`src/rtl/rf_wb_pkg.sv`:
```
// Shared types and helpers for the register-file write-port arbiter.
package rf_wb_pkg;

  localparam int unsigned REG_AW   = 5;
  localparam int unsigned DATA_W   = 32;
  localparam int unsigned NUM_REGS = 32;

  // One pending register-file write: destination, payload and liveness.
  typedef struct packed {
    logic              valid;
    logic [REG_AW-1:0] rd;
    logic [DATA_W-1:0] data;
  } wr_req_t;

  // One-hot decode of a register index into a 32-bit mask.
  function automatic logic [NUM_REGS-1:0] onehot32(input logic [REG_AW-1:0] rd);
    logic [NUM_REGS-1:0] oh;
    oh     = '0;
    oh[rd] = 1'b1;
    return oh;
  endfunction

endpackage

```
`src/rtl/rf_wb_result_fifo.sv`:
```
// Circular queue of deferred multiplier writes with per-entry kill by rd.
// Killed entries stay in place until they reach the head, where they are
// skipped (popped) for free in the same cycle the next live entry is exposed.
module rf_wb_result_fifo
  import rf_wb_pkg::*;
#(
  parameter int unsigned DEPTH = 8
) (
  input  logic                          clk,
  input  logic                          rst_n,
  input  logic                          push_en,
  input  wr_req_t                       push_req,
  input  logic                          pop_head,
  input  logic                          kill_en,
  input  logic [REG_AW-1:0]             kill_rd,
  output wr_req_t                       head_c,
  output logic                          room_c,
  output logic [$clog2(DEPTH+1)-1:0]    count_nxt_c,
  output logic [NUM_REGS-1:0]           busy_mask
);

  localparam int unsigned PW = (DEPTH > 1) ? $clog2(DEPTH) : 1;
  localparam int unsigned CW = $clog2(DEPTH + 1);

  wr_req_t             ent_q   [DEPTH];
  wr_req_t             ent_nxt [DEPTH];
  logic [PW-1:0]       rd_ptr_q, rd_ptr_nxt;
  logic [PW-1:0]       wr_ptr_q, wr_ptr_nxt;
  logic [CW-1:0]       count_q;
  logic [CW-1:0]       skip;
  logic [CW-1:0]       pops;
  logic                stop;
  logic [NUM_REGS-1:0] mask_nxt;

  // Pointer advance modulo DEPTH (DEPTH need not be a power of two).
  function automatic logic [PW-1:0] wrap_add(input logic [PW-1:0] base, input int unsigned off);
    return PW'((32'(base) + off) % DEPTH);
  endfunction

  // Skip leading killed entries and expose the first live one as the head.
  always_comb begin
    skip   = '0;
    stop   = 1'b0;
    head_c = '0;
    for (int unsigned i = 0; i < DEPTH; i++) begin
      if (!stop) begin
        if ((CW'(i) < count_q) && !ent_q[wrap_add(rd_ptr_q, i)].valid) begin
          skip = skip + CW'(1);
        end else begin
          stop = 1'b1;
        end
      end
    end
    if (skip < count_q) begin
      head_c = ent_q[wrap_add(rd_ptr_q, 32'(skip))];
    end
    pops   = skip + CW'(pop_head && head_c.valid);
    room_c = (count_q - pops) < CW'(DEPTH);
  end

  // Next entry array: kill, retire popped slots, then append the push.
  always_comb begin
    ent_nxt = ent_q;
    if (kill_en) begin
      for (int unsigned i = 0; i < DEPTH; i++) begin
        if (ent_nxt[i].valid && (ent_nxt[i].rd == kill_rd)) begin
          ent_nxt[i].valid = 1'b0;
        end
      end
    end
    for (int unsigned i = 0; i < DEPTH; i++) begin
      if (CW'(i) < pops) begin
        ent_nxt[wrap_add(rd_ptr_q, i)].valid = 1'b0;
      end
    end
    if (push_en) begin
      ent_nxt[wr_ptr_q] = push_req;
    end
    rd_ptr_nxt  = wrap_add(rd_ptr_q, 32'(pops));
    wr_ptr_nxt  = wrap_add(wr_ptr_q, 32'(push_en));
    count_nxt_c = count_q - pops + CW'(push_en);
    mask_nxt    = '0;
    for (int unsigned i = 0; i < DEPTH; i++) begin
      if (ent_nxt[i].valid) begin
        mask_nxt = mask_nxt | onehot32(ent_nxt[i].rd);
      end
    end
  end

  // Queue state and registered pending-destination mask.
  always_ff @(posedge clk or negedge rst_n) begin
    if (!rst_n) begin
      for (int unsigned i = 0; i < DEPTH; i++) begin
        ent_q[i] <= '0;
      end
      rd_ptr_q  <= '0;
      wr_ptr_q  <= '0;
      count_q   <= '0;
      busy_mask <= '0;
    end else begin
      for (int unsigned i = 0; i < DEPTH; i++) begin
        ent_q[i] <= ent_nxt[i];
      end
      rd_ptr_q  <= rd_ptr_nxt;
      wr_ptr_q  <= wr_ptr_nxt;
      count_q   <= count_nxt_c;
      busy_mask <= mask_nxt;
    end
  end

endmodule

```
`src/rtl/rf_wb_port_arbiter.sv`:
```
// Arbitrates the single register-file write port between the in-order WB
// stage and the out-of-band multiplier. Colliding multiplier results queue
// and drain into idle WB slots; WB writes kill stale queued results to the
// same register. Requires DEPTH > MULT_LAT and MULT_LAT >= 3.
module rf_wb_port_arbiter
  import rf_wb_pkg::*;
#(
  parameter int unsigned DEPTH        = 8,
  parameter int unsigned MULT_LAT     = 4,
  parameter int unsigned STARVE_LIMIT = 8
) (
  input  logic                i_clk,
  input  logic                i_rst_n,
  input  logic                i_wb_valid,
  input  logic [REG_AW-1:0]   i_wb_rd,
  input  logic [DATA_W-1:0]   i_wb_data,
  input  logic                i_mult_valid,
  input  logic [REG_AW-1:0]   i_mult_rd,
  input  logic [DATA_W-1:0]   i_mult_data,
  output logic                o_we,
  output logic [REG_AW-1:0]   o_waddr,
  output logic [DATA_W-1:0]   o_wdata,
  output logic [NUM_REGS-1:0] o_busy_mask,
  output logic                o_mult_hold,
  output logic                o_bubble_req,
  output logic                o_overflow
);

  localparam int unsigned CW      = $clog2(DEPTH + 1);
  localparam int unsigned SW      = $clog2(STARVE_LIMIT + 1);
  localparam int unsigned HOLD_AT = DEPTH - MULT_LAT;

  wr_req_t       head;
  wr_req_t       push_req;
  logic          room;
  logic [CW-1:0] count_nxt;
  logic          mult_live;
  logic          drain;
  logic          bypass;
  logic          want_push;
  logic          push_ok;
  logic          ovf_now;
  logic          kill_en;
  logic [SW-1:0] starve_q, starve_nxt;

  rf_wb_result_fifo #(
    .DEPTH (DEPTH)
  ) u_fifo (
    .clk         (i_clk),
    .rst_n       (i_rst_n),
    .push_en     (push_ok),
    .push_req    (push_req),
    .pop_head    (drain),
    .kill_en     (kill_en),
    .kill_rd     (i_wb_rd),
    .head_c      (head),
    .room_c      (room),
    .count_nxt_c (count_nxt),
    .busy_mask   (o_busy_mask)
  );

  // Port priority (WB > queue head > bypass), enqueue and kill decisions.
  always_comb begin
    mult_live = i_mult_valid && (i_mult_rd != '0);
    drain     = !i_wb_valid && head.valid;
    bypass    = !i_wb_valid && !head.valid && mult_live;
    kill_en   = i_wb_valid && (i_wb_rd != '0);
    want_push = mult_live && !bypass && !(i_wb_valid && (i_wb_rd == i_mult_rd));
    push_ok   = want_push && room;
    ovf_now   = want_push && !room;
    push_req  = '{valid: 1'b1, rd: i_mult_rd, data: i_mult_data};
  end

  // Write-port mux; the enable is suppressed while reset is asserted.
  always_comb begin
    o_we    = 1'b0;
    o_waddr = '0;
    o_wdata = '0;
    if (i_wb_valid) begin
      o_we    = 1'b1;
      o_waddr = i_wb_rd;
      o_wdata = i_wb_data;
    end else if (drain) begin
      o_we    = 1'b1;
      o_waddr = head.rd;
      o_wdata = head.data;
    end else if (bypass) begin
      o_we    = 1'b1;
      o_waddr = i_mult_rd;
      o_wdata = i_mult_data;
    end
    if (!i_rst_n) begin
      o_we = 1'b0;
    end
  end

  // Head-wait counter: counts cycles a live head is denied the port, saturating.
  always_comb begin
    starve_nxt = '0;
    if (head.valid && !drain) begin
      starve_nxt = (starve_q < SW'(STARVE_LIMIT)) ? starve_q + SW'(1) : starve_q;
    end
  end

  // Registered hold, bubble and sticky overflow flags.
  always_ff @(posedge i_clk or negedge i_rst_n) begin
    if (!i_rst_n) begin
      starve_q     <= '0;
      o_mult_hold  <= 1'b0;
      o_bubble_req <= 1'b0;
      o_overflow   <= 1'b0;
    end else begin
      starve_q     <= starve_nxt;
      o_mult_hold  <= count_nxt >= CW'(HOLD_AT);
      o_bubble_req <= starve_nxt >= SW'(STARVE_LIMIT);
      o_overflow   <= o_overflow | ovf_now;
    end
  end

endmodule

```
`config.mk`:
```
export PLATFORM = sky130hd
export DESIGN_NAME = rf_wb_port_arbiter
export DESIGN_NICKNAME = d
export VERILOG_FILES = /design/src/rtl/rf_wb_pkg.sv /design/src/rtl/rf_wb_result_fifo.sv /design/src/rtl/rf_wb_port_arbiter.sv
export SDC_FILE = /design/constraint.sdc
export NUM_CORES = 1
export LEC_CHECK = 0
export BUFFER_PORTS_ARGS = -buffer_cell sky130_fd_sc_hd__buf_2
export CORE_MARGIN = 2
export CORE_UTILIZATION = 25
export DETAILED_ROUTE_END_ITERATION = 6
export PLACE_DENSITY_LB_ADDON = 0.2
export SYNTH_ARGS = -nofsm -noshare
export SYNTH_HDL_FRONTEND = slang
export SYNTH_SLANG_ARGS = --single-unit
export TNS_END_PERCENT = 50
```
`constraint.sdc`:
```
create_clock -name i_clk -period 16.8 [get_ports i_clk]
set_input_delay 2.52 -clock i_clk [delete_from_list [all_inputs] [get_ports i_clk]]
set_output_delay 2.52 -clock i_clk [all_outputs]
set_load 0.05 [all_outputs]
```
After elaboration in Yosys (flattened, before gate mapping) --
Index checks and enable logic that the tools add are counted.
Operators by class: $add $sub $neg 21, magnitude comparators 56, equal/unequal tests 9, muxes and demuxes 144, bitwise logic cells 18, reduce and logical (&&, ||, !) cells 61
Operators by type and width (count):
- bitwise mux 304 bit | 9
- two-way mux 304 bit | 9
- two-way mux 38 bit | 28
- binary-select mux 38 bit (select 3 bit) | 9
- demux 38 bit (select 3 bit) | 9
- two-way mux 32 bit | 11
- OR 32 bit | 7
- two-way mux 4 bit | 16
- < comparator 5 x 6 -> 1 bit (second input constant) | 8
- equality test 5 bit | 9
- logical AND 1 bit | 45
- >= comparator 4 bit (second input constant) | 11
- two-way mux 1 bit | 42
- demux 1 bit (select 5 bit) | 8
- >= comparator 5 x 1 -> 1 bit (second input constant) | 8
- inverter 3 -> 4 bit | 10
- < comparator 4 x 1 -> 1 bit (second input constant) | 9
- adder 4 x 1 -> 4 bit (second input constant) | 8
- < comparator 3 x 4 -> 1 bit (first input constant) | 8
- < comparator 1 x 4 -> 1 bit (first input constant) | 4
- < comparator 2 x 4 -> 1 bit (first input constant) | 4
- two-way mux 5 bit | 3
- logical NOT 1 bit | 14
- adder 3 bit (second input constant) | 4
- other kinds (11) | 16
Word-level totals: bits in registers 353, output and inout port bits 73, word-level logic and storage cells 341

Logic depth before layout (Yosys ltp) --
Gate-level depths: netlist of the first run.
depth after elaboration 74, mapped depth 55, depth with buffers taken out 50

Cells and area by module --
Synthesis of the first run repeated with hierarchy kept, for this count alone.
Unflattened totals: cells, all modules 2257, area total of the unflattened synthesis 21653.3 sq um
By module, submodules not included:
- rf_wb_result_fifo | times used 1, cells an instance 2048, area an instance 20295.7 sq um, sequential area each 8658.3 sq um
- rf_wb_port_arbiter | times used 1, cells an instance 209, area an instance 1357.6 sq um, sequential area each 175.2 sq um

Least setup slack after synthesis of the first run --
Ideal clock, no wire load.
path kind reg-to-reg, start point register u_fifo.rd_ptr_q[1], end point register u_fifo.busy_mask[29], library setup time 0.139 ns, arrival time 11.736 ns, slack 4.925 ns, cell stages (with the launch flop) 49, cells stage by stage dfrtp_1 buf_2 inv_1 ha_1 mux4_2 nand2_1 nand4_1 inv_1 ha_1 nor3_1 nor2_1 ha_1 a2111oi_0 o211ai_1 nand2_1 nor2_1 ha_1 mux2i_1 [13 not listed] ha_1 inv_1 o2111ai_1 nand3_1 inv_1 ha_1 a21o_1 a21oi_1 xnor2_1 xnor2_1 xnor2_1 or4_1 buf_2 mux2_4 nand2_1 o22ai_1 a221o_1 or4_1
RTL lines:
- start, declared | line rf_wb_result_fifo.sv:27 | logic [PW-1:0] rd_ptr_q, rd_ptr_nxt;
- start signal, assigned | line rf_wb_result_fifo.sv:104 | rd_ptr_q <= rd_ptr_nxt;
- end signal, assigned | line rf_wb_result_fifo.sv:107 | busy_mask <= mask_nxt;
- end, declared | line rf_wb_result_fifo.sv:19 | output logic [NUM_REGS-1:0] busy_mask

Worst setup path after layout of the first run --
start point register u_fifo.rd_ptr_q[1], end point register u_fifo.busy_mask[5]
On the way: cells in the longest elaborated chain, start to end 74, elaborated cells between the ends (all ways) 230, classes of those cells add/sub (17); order compare (42); mux (114); bitwise (16); reduce/logical (41)
RTL lines:
- inverter 3 -> 4 bit (implied by the code) | line rf_wb_result_fifo.sv:47, rf_wb_result_fifo.sv:73
- binary-select mux 38 bit (select 3 bit) | line rf_wb_result_fifo.sv:47 | if ((CW'(i) < count_q) && !ent_q[wrap_add(rd_ptr_q, i)].valid) begin
- two-way mux 38 bit (implied by the code) (2 in a row) | line rf_wb_result_fifo.sv:47
- logical NOT 1 bit | line rf_wb_result_fifo.sv:47
- logical AND 1 bit | line rf_wb_result_fifo.sv:47
- two-way mux 1 bit | line rf_wb_result_fifo.sv:47
- adder 4 x 1 -> 4 bit | line rf_wb_result_fifo.sv:48 | skip = skip + CW'(1);
- two-way mux 4 bit | line rf_wb_result_fifo.sv:47
- [58 not listed]
- two-way mux 32 bit | line rf_wb_result_fifo.sv:84 | if (ent_nxt[i].valid) begin
- OR 32 bit | line rf_wb_result_fifo.sv:85 | mask_nxt = mask_nxt | onehot32(ent_nxt[i].rd);
- two-way mux 32 bit | line rf_wb_result_fifo.sv:84
- OR 32 bit | line rf_wb_result_fifo.sv:85
- two-way mux 32 bit | line rf_wb_result_fifo.sv:84
- OR 32 bit | line rf_wb_result_fifo.sv:85
- two-way mux 32 bit (*) | line rf_wb_result_fifo.sv:84
- via u_fifo.mask_nxt[5] | line rf_wb_result_fifo.sv:33 | logic [NUM_REGS-1:0] mask_nxt;
Mark *: on every way through the listed nets, which the timed path passes. The rest lies on a longest branch. The select of a mux whose other input is x is not followed.

==> summary.md, run 1 <==
| Metric | Value |
|---|---|
| Status | complete, no violations |
| TritonCTS Buffers | 44 |
| Slew @ Worst Pin | 1.34 ns |
| Most frequent cells in the layout | nand2_1, dfrtp_1, mux2_2, buf_2, nor2_1 |
| Crit path kind | flop to flop |
| YS warnings | 0 |
| Routed wire per std cell | 25.2 um |
| Initial antenna violation count | 3 |
| Hold_buf cts | 0 |
| Mux contribution to synthesized area | 0.198 |
| Reg clk slew, reported paths | 0.07 ns |
| Final Cycle Share | 0.838 |
| First-pass GRT wire length | 132,000 um |
| Flop-to-flop setup slack | 2.72 ns |
| Fillcell total | 9,200 |
| Initial drt markers | 1,688 |
| Netlist cell types | 88 |
| Die Span X | 302 um |
| Grt peak-use layer | met2 |
| Reg-to-Reg Start | u_fifo.rd_ptr_q[1] |
| Cts repair resizes | 0 |
| Maximum root-to-sink buffer count | 3 |
| P&R area growth vs syn | 15.5% |
| Multi-input combinational cell area | 12,300 um^2 |
| Critical path depth | 45 |
| Share of cells above drive strength 1 | 0.247 |
| Delay-heaviest family, CP | adder cells |
| Fin nets | 2,471 |
| Routed WL | 89,800 um |
| Die area | 91,300 um^2 |
| Synth Area in XOR/XNOR | 0.0244 |
| I/O Buffers | 150 |
| Diode count | 0 |
| Synth Area in Adders | 0.0178 |
| Clock Sinks | 353 |
| Syn Area/Cell | 9.64 um^2 |
| Reg2Reg Depth | 45 |
| Clk_skew | 0.0370 ns |
| Setup TNS | 0 ns |
| Starting Density | 0.252 |
| Compound-Gate Fraction of Synth Area | 0.142 |
| Max_slew headroom | 0.103 |
| RePlAce Congestion | 0.919 |
| Hold Crit Class | flop to flop |
| M2 GR Usage | 0.318 |
| CP arrival | 14.54 ns |
| RR Endpoint | u_fifo.busy_mask[5] |
| Hold path cells | 2 |
| Finish-stage setup viols | 0 |
| Buf+Inv Stages, Crit Path | 5 |
| Required @ worst endpoint | 17.26 ns |
| Max frequency | 71.0 MHz |
| CTS Root Buffer Type | clkbuf_16 |
| CTS tree | done |
| EDFF count, synth | 0 |
| Num rows | 109 |
| Slowest Stage Delay on Critical Path | 0.98 ns |
| Startpoint Class | flop |
| ANT nets after route | 0 |
| Fin crit period | 14.08 ns |
| Max capacitance violation total | 0 |
| Clock latency on the worst-skew pair | 0.60 ns |
| Crit-path slowest cell | fa_4 |
| Max-slew violations | 0 |
| Final Core Density | 0.291 |
| Met1 Use GR | 0.266 |
| Count of final hold-check violations | 0 |
| Hold endpoint | u_fifo.ent_q[118] |
| Via count of the first global-routing pass | 18,994 |
| Total core area | 88,200 um^2 |
| Met3 Resource Use GR | 0.0298 |
| Number of setup buffers added after CTS | 0 |
| Top_reg_cell synth | dfrtp_1 |
| Number of I/O pins | 151 |
| Count of TritonRoute iterations in the first routing pass | 6 |
| CP max FO | 59 |
| Hold Slack | 0.462 ns |
| RSZ-0062 raised after global routing | no |
| Post-synthesis cell count | 2,305 |
| GRT Util Overall | 0.193 |
| Largest family of logic cells by synthesized area | multiplexers |
| # DRC | 0 |
| Yosys reg bits | 353 |
| Via density | 5.38 |
| Sequential cell area | 8830 um^2 |
| GRT Residual Overflow | 0 |
| CP most frequent cell | ha_1 |
| Worst hold start | u_fifo.ent_q[118] |
| CP Capture Type | flop |
| Post-Synth Simple-Gate Area | 0.168 |
| Leading cell type in the layout, fill and taps excluded | nand2_1 |
| Die H | 302 um |
| FFs w/ async S/R, synth | 1.00 |
| H-tree depth | 2 |
| Post-DP HPWL | 60,200 um |
| Vias post-DR | 19,181 |
| Largest net degree at the start of global routing | 161 |
| Net Count, Synth | 2,412 |
| Post-Synthesis Cell Area | 22,200 um^2 |
| Register area share after synthesis | 0.398 |
## stage by stage
stage | cells | setup WS (ns) | instance area [um^2]
3_5_place_dp | 3483 | 2.84 | 24100
4_1_cts | 3565 | 2.77 | 25700
3_3_place_gp | 3483 | 3.18 | 24100
2_1_floorplan | 2305 | 4.93 | 22200
5_1_grt | 3565 | 1.67 | 25700
6_report | 3565 | 2.72 | 25700
## Yosys cell counts (all sizes together) (7+ instances only)
master,count,area share
nand4,16,0.0045
o22ai,47,0.013
or3,21,0.0059
nor2,112,0.019
nand2b,19,0.0053
inv,88,0.015
mux2i,37,0.017
o221ai,17,0.0067
xor2,30,0.012
a22o,10,0.0039
nor3b,9,0.0030
or4,11,0.0039
a31oi,14,0.0039
ha,26,0.015
a22oi,18,0.0061
nor3,18,0.0041
nand2,491,0.083
o21a,14,0.0047
nor2b,19,0.0053
and2,13,0.0037
mux4,85,0.086
or2,12,0.0034
buf,75,0.019
nand3,40,0.0090
dfrtp,353,0.40
clkbuf,110,0.019
nand4b,11,0.0043
o31ai,10,0.0036
a311oi,37,0.015
nor4,9,0.0034
xnor2,32,0.013
a21oi,102,0.023
o21ai,58,0.013
mux2,187,0.095
a211oi,14,0.0050
nand3b,10,0.0034
o22a,7,0.0028
a41oi,12,0.0057
o211ai,15,0.0051
## layer usage
| metal | part of all wire | wire (um) |
|---|---|---|
| met1 | 0.45 | 40200 |
| met2 | 0.47 | 42000 |
| met3 | 0.060 | 5360 |
| met4 | 0.025 | 2240 |
| met5 | 0.00030 | 27 |
## final cells by class
class                   instances  share of cell area
inverters                      88              0.0129
clock buffers                  60              0.0491
flip-flops and latches        353               0.344
multi-input cells            1679               0.479
well taps                    1165              0.0568
repair buffers                198              0.0443
clock inverters                22              0.0136
## kinds of logic (layout without fill, tap and decap cells)
| family | count (synthesis) | count (layout) |
|---|---|---|
| compound gates | 449 | 449 |
| flops | 353 | 353 |
| mux | 309 | 309 |
| xor+xnor | 62 | 62 |
| simple gates | 829 | 829 |
| buf+inv | 273 | 368 |
| fa+ha+maj | 30 | 30 |
## tightest hold or removal path, stage by stage, from the launching register on
cell and delay, ns:
dfrtp_1 0.34, nand2_1 0.05, nand2_1 0.04
## how the worst max path moves through the flow
stage,start,to,slack [ns]
2_1_floorplan,u_fifo.rd_ptr_q[1],u_fifo.busy_mask[29],4.93
3_3_place_gp,u_fifo.rd_ptr_q[1],u_fifo.busy_mask[5],3.18
3_5_place_dp,u_fifo.rd_ptr_q[1],u_fifo.busy_mask[5],2.84
4_1_cts,u_fifo.rd_ptr_q[1],u_fifo.busy_mask[5],2.77
5_1_grt,u_fifo.rd_ptr_q[1],u_fifo.busy_mask[5],1.67
6_report,u_fifo.rd_ptr_q[1],u_fifo.busy_mask[5],2.72
## state kept, by name (all words and copies together), names as in the netlist
register,cells
u_fifo.busy_mask,32
u_fifo.rd_ptr_q,3
u_fifo.ent_q,304
starve_q,4
u_fifo.wr_ptr_q,3
o_overflow,1
o_bubble_req,1
u_fifo.count_q,4
o_mult_hold,1
Power of run 1 is not shown: default switching activity piles up to over one toggle a cycle in this logic, so the estimate is an artifact.
==> run 2: changes to the inputs <==
==> constraint.sdc (replaced) <==
create_clock -name i_clk -period 12.3 [get_ports i_clk]
set_input_delay 1.845 -clock i_clk [delete_from_list [all_inputs] [get_ports i_clk]]
set_output_delay 1.845 -clock i_clk [all_outputs]
set_load 0.05 [all_outputs]
==> run 2 against run 1 <==
Against the previous run:
- via count up 0.63%
- register-to-register slack worse by 2.0 ns
- sequential cell count stayed put
- worst hold slack gained 0.0036 ns
- die area stayed put
- clock-buffer cell count grew 2
- cell count rose by 0.76%
- fmax grew 21%
- first-iteration DRC count down 0.83%
- clock skew is 0.0041 ns lower
- routed wire length down 1.8%
- utilization rose by 0.18 points
- largest cell class unchanged
- highest routed layer unchanged
==> summary.md, run 2 (synthesis results as in run 1) <==
| Metric | Value |
|---|---|
| Die area | 91,300 um^2 (unchanged) |
| Met3 WL | 5520 um (+2.9%) |
| Delay-heaviest family, CP | simple AND/OR/NAND/NOR gates |
| Count of TritonRoute iterations in the first routing pass | 7 (+1) |
| Crit-path slowest cell | or4_2 |
| Finish-stage setup viols | 0 (unchanged) |
| Hold_buf cts | 0 (unchanged) |
| Final worst slack | 0.699 ns (-2.02 ns) |
| Die Span X | 302 um (unchanged) |
| H-tree depth | 2 (unchanged) |
| Startpoint Class | flop |
| Vias post-DR | 19,302 (+0.63%) |
| Maximum root-to-sink buffer count | 3 (unchanged) |
| Via count of the first global-routing pass | 19,361 (+1.9%) |
| Share of cells above drive strength 1 | 0.257 (+0.00961) |
| Area of placed instances | 24,300 um^2 (+0.91%) |
| Die H | 302 um (unchanged) |
| Initial drt markers | 1,674 (-0.83%) |
| Total core area | 88,200 um^2 (unchanged) |
| Initial antenna violation count | 4 (+1) |
| GRT Util Overall | 0.190 (-0.00378) |
| Number of I/O pins | 151 (unchanged) |
| CP Capture Type | flop |
| Most frequent cells in the layout | nand2_1, dfrtp_1, mux2_2, buf_2, nor2_1 |
| Leading cell type in the layout, fill and taps excluded | nand2_1 |
| Most flops, register | u_fifo.ent_q |
| Fillcell total | 9,201 (+0.011%) |
| Max frequency | 86.2 MHz (+21%) |
| Max_slew headroom | 0.117 (+0.0142) |
| Via density | 5.37 (-0.13%) |
| Required @ worst endpoint | 12.76 ns (-4.50 ns) |
| Crit path kind | flop to flop |
| Post-DP HPWL | 60,100 um (-0.18%) |
| Max reg flops | 304 (unchanged) |
| Fin nets | 2,500 (+1.2%) |
| Clk_skew | 0.0329 ns (-0.00409 ns) |
| # DRC | 0 (unchanged) |
| CP most frequent cell | ha_1 |
| Fin crit period | 11.60 ns (-2.48 ns) |
| Clock Sinks | 353 (unchanged) |
| ANT nets after route | 0 (unchanged) |
| Reg clk slew, reported paths | 0.06 ns (about the same) |
| Final Cycle Share | 0.943 (+0.105) |
| Dpl ws | 0.686 ns (-2.15 ns) |
| Routed wire per std cell | 24.6 um (-2.5%) |
| GRT Residual Overflow | 0 (unchanged) |
| Diode count | 0 (unchanged) |
| Slowest Stage Delay on Critical Path | 0.96 ns (-0.02 ns) |
| First-pass GRT wire length | 131,000 um (-1.0%) |
| TritonCTS Buffers | 44 (unchanged) |
| RePlAce Congestion | 0.958 (+4.2%) |
| Max capacitance violation total | 0 (unchanged) |
| Metal-1 WL | 39,600 um (-1.4%) |
| Routed wl met2 | 40,400 um (-3.8%) |
| Num rows | 109 (unchanged) |
| Max layer used | met5 |
| Hold Slack | 0.466 ns (+0.00363 ns) |
| Starting Density | 0.252 (unchanged) |
| Finished Cell Area | 25,800 um^2 (+0.62%) |
| Largest net degree at the start of global routing | 99 (-39%) |
| I/O Buffers | 150 (unchanged) |
| CTS Root Buffer Type | clkbuf_16 |
| CP max FO | 19 (-68%) |
| Hold Crit Class | flop to flop |
| Buf+Inv Stages, Crit Path | 5 (unchanged) |
| P&R area growth vs syn | 16.2% |
| Count of final hold-check violations | 0 (unchanged) |
| Clock latency on the worst-skew pair | 0.61 ns (about the same) |
| Largest registers | u_fifo.ent_q: 304 flops, u_fifo.busy_mask: 32 flops |
| Status | complete, no violations |
| Routed WL | 88,200 um (-1.8%) |
| Slew @ Worst Pin | 1.32 ns (-0.0212 ns) |
| Max-slew violations | 0 (unchanged) |
| CP arrival | 12.06 ns (-2.48 ns) |
| CTS tree | done |
==> run 2: cell types whose count changed in the layout (fill, tap and decap cells not counted), moves of 2 or more <==
cell        change
buf_4          +28
clkinv_2        +4
bufinv_16       -3
clkinvlp_4      -3
a211oi_1        -2
a211oi_2        +2
clkbuf_1        +2
xnor2_1         -2
xnor2_2         +2
==> run 2: final timing paths <==
kind / start / end / slack (ns) / cells past startpoint
hold reg to reg: u_fifo.ent_q[144] / u_fifo.ent_q[144] / 0.47 / 2
setup reg to reg: u_fifo.rd_ptr_q[0] / u_fifo.busy_mask[29] / 0.70 / 48
max in group asynchronous: i_rst_n / u_fifo.ent_q[188] / 8.59 / 3
hold / removal: u_fifo.ent_q[144] / u_fifo.ent_q[144] / 0.47 / 2
setup / recovery: u_fifo.rd_ptr_q[0] / u_fifo.busy_mask[29] / 0.70 / 48
min in group asynchronous: i_rst_n / o_mult_hold / 1.25 / 1
==> run 2: final cells by class <==
class	count	area (um^2)	share of cell area
Inverter	88	330	0.0128
Tap cell	1165	1460	0.0565
Sequential cell	353	8830	0.342
Clock buffer	62	1270	0.0491
Multi-Input combinational cell	1679	12300	0.478
Clock inverter	18	234	0.00906
Timing Repair Buffer	227	1360	0.0526
==> run 2: routing by layer <==
metal  vias up  GRT usage
met5         -          0
met4         6     0.0578
met3       175     0.0320
li1       8497          -
met2       737      0.304
met1      9887      0.261
==> run 2: stage by stage <==
step,util,cells,TNS (ns)
CTS,0.292,3592,0
global route,0.293,3592,-0.00267
floorplan,-,2305,0
finish,0.293,3592,0
detailed placement,0.275,3512,0
global placement,0.275,3512,0
==> run 2: tightest hold or removal path, stage by stage (launching register included) <==
cell     delay, ns
dfrtp_1       0.34
nand2_1       0.05
nand2_1       0.05
==> run 2: repair_timing <==
action                                  4_1_cts  5_1_grt
setup buffers                                 0        0
gates resized for setup                       0        8
endpoints found under the setup margin        0       13
Power of run 2 is left out for the same reason.
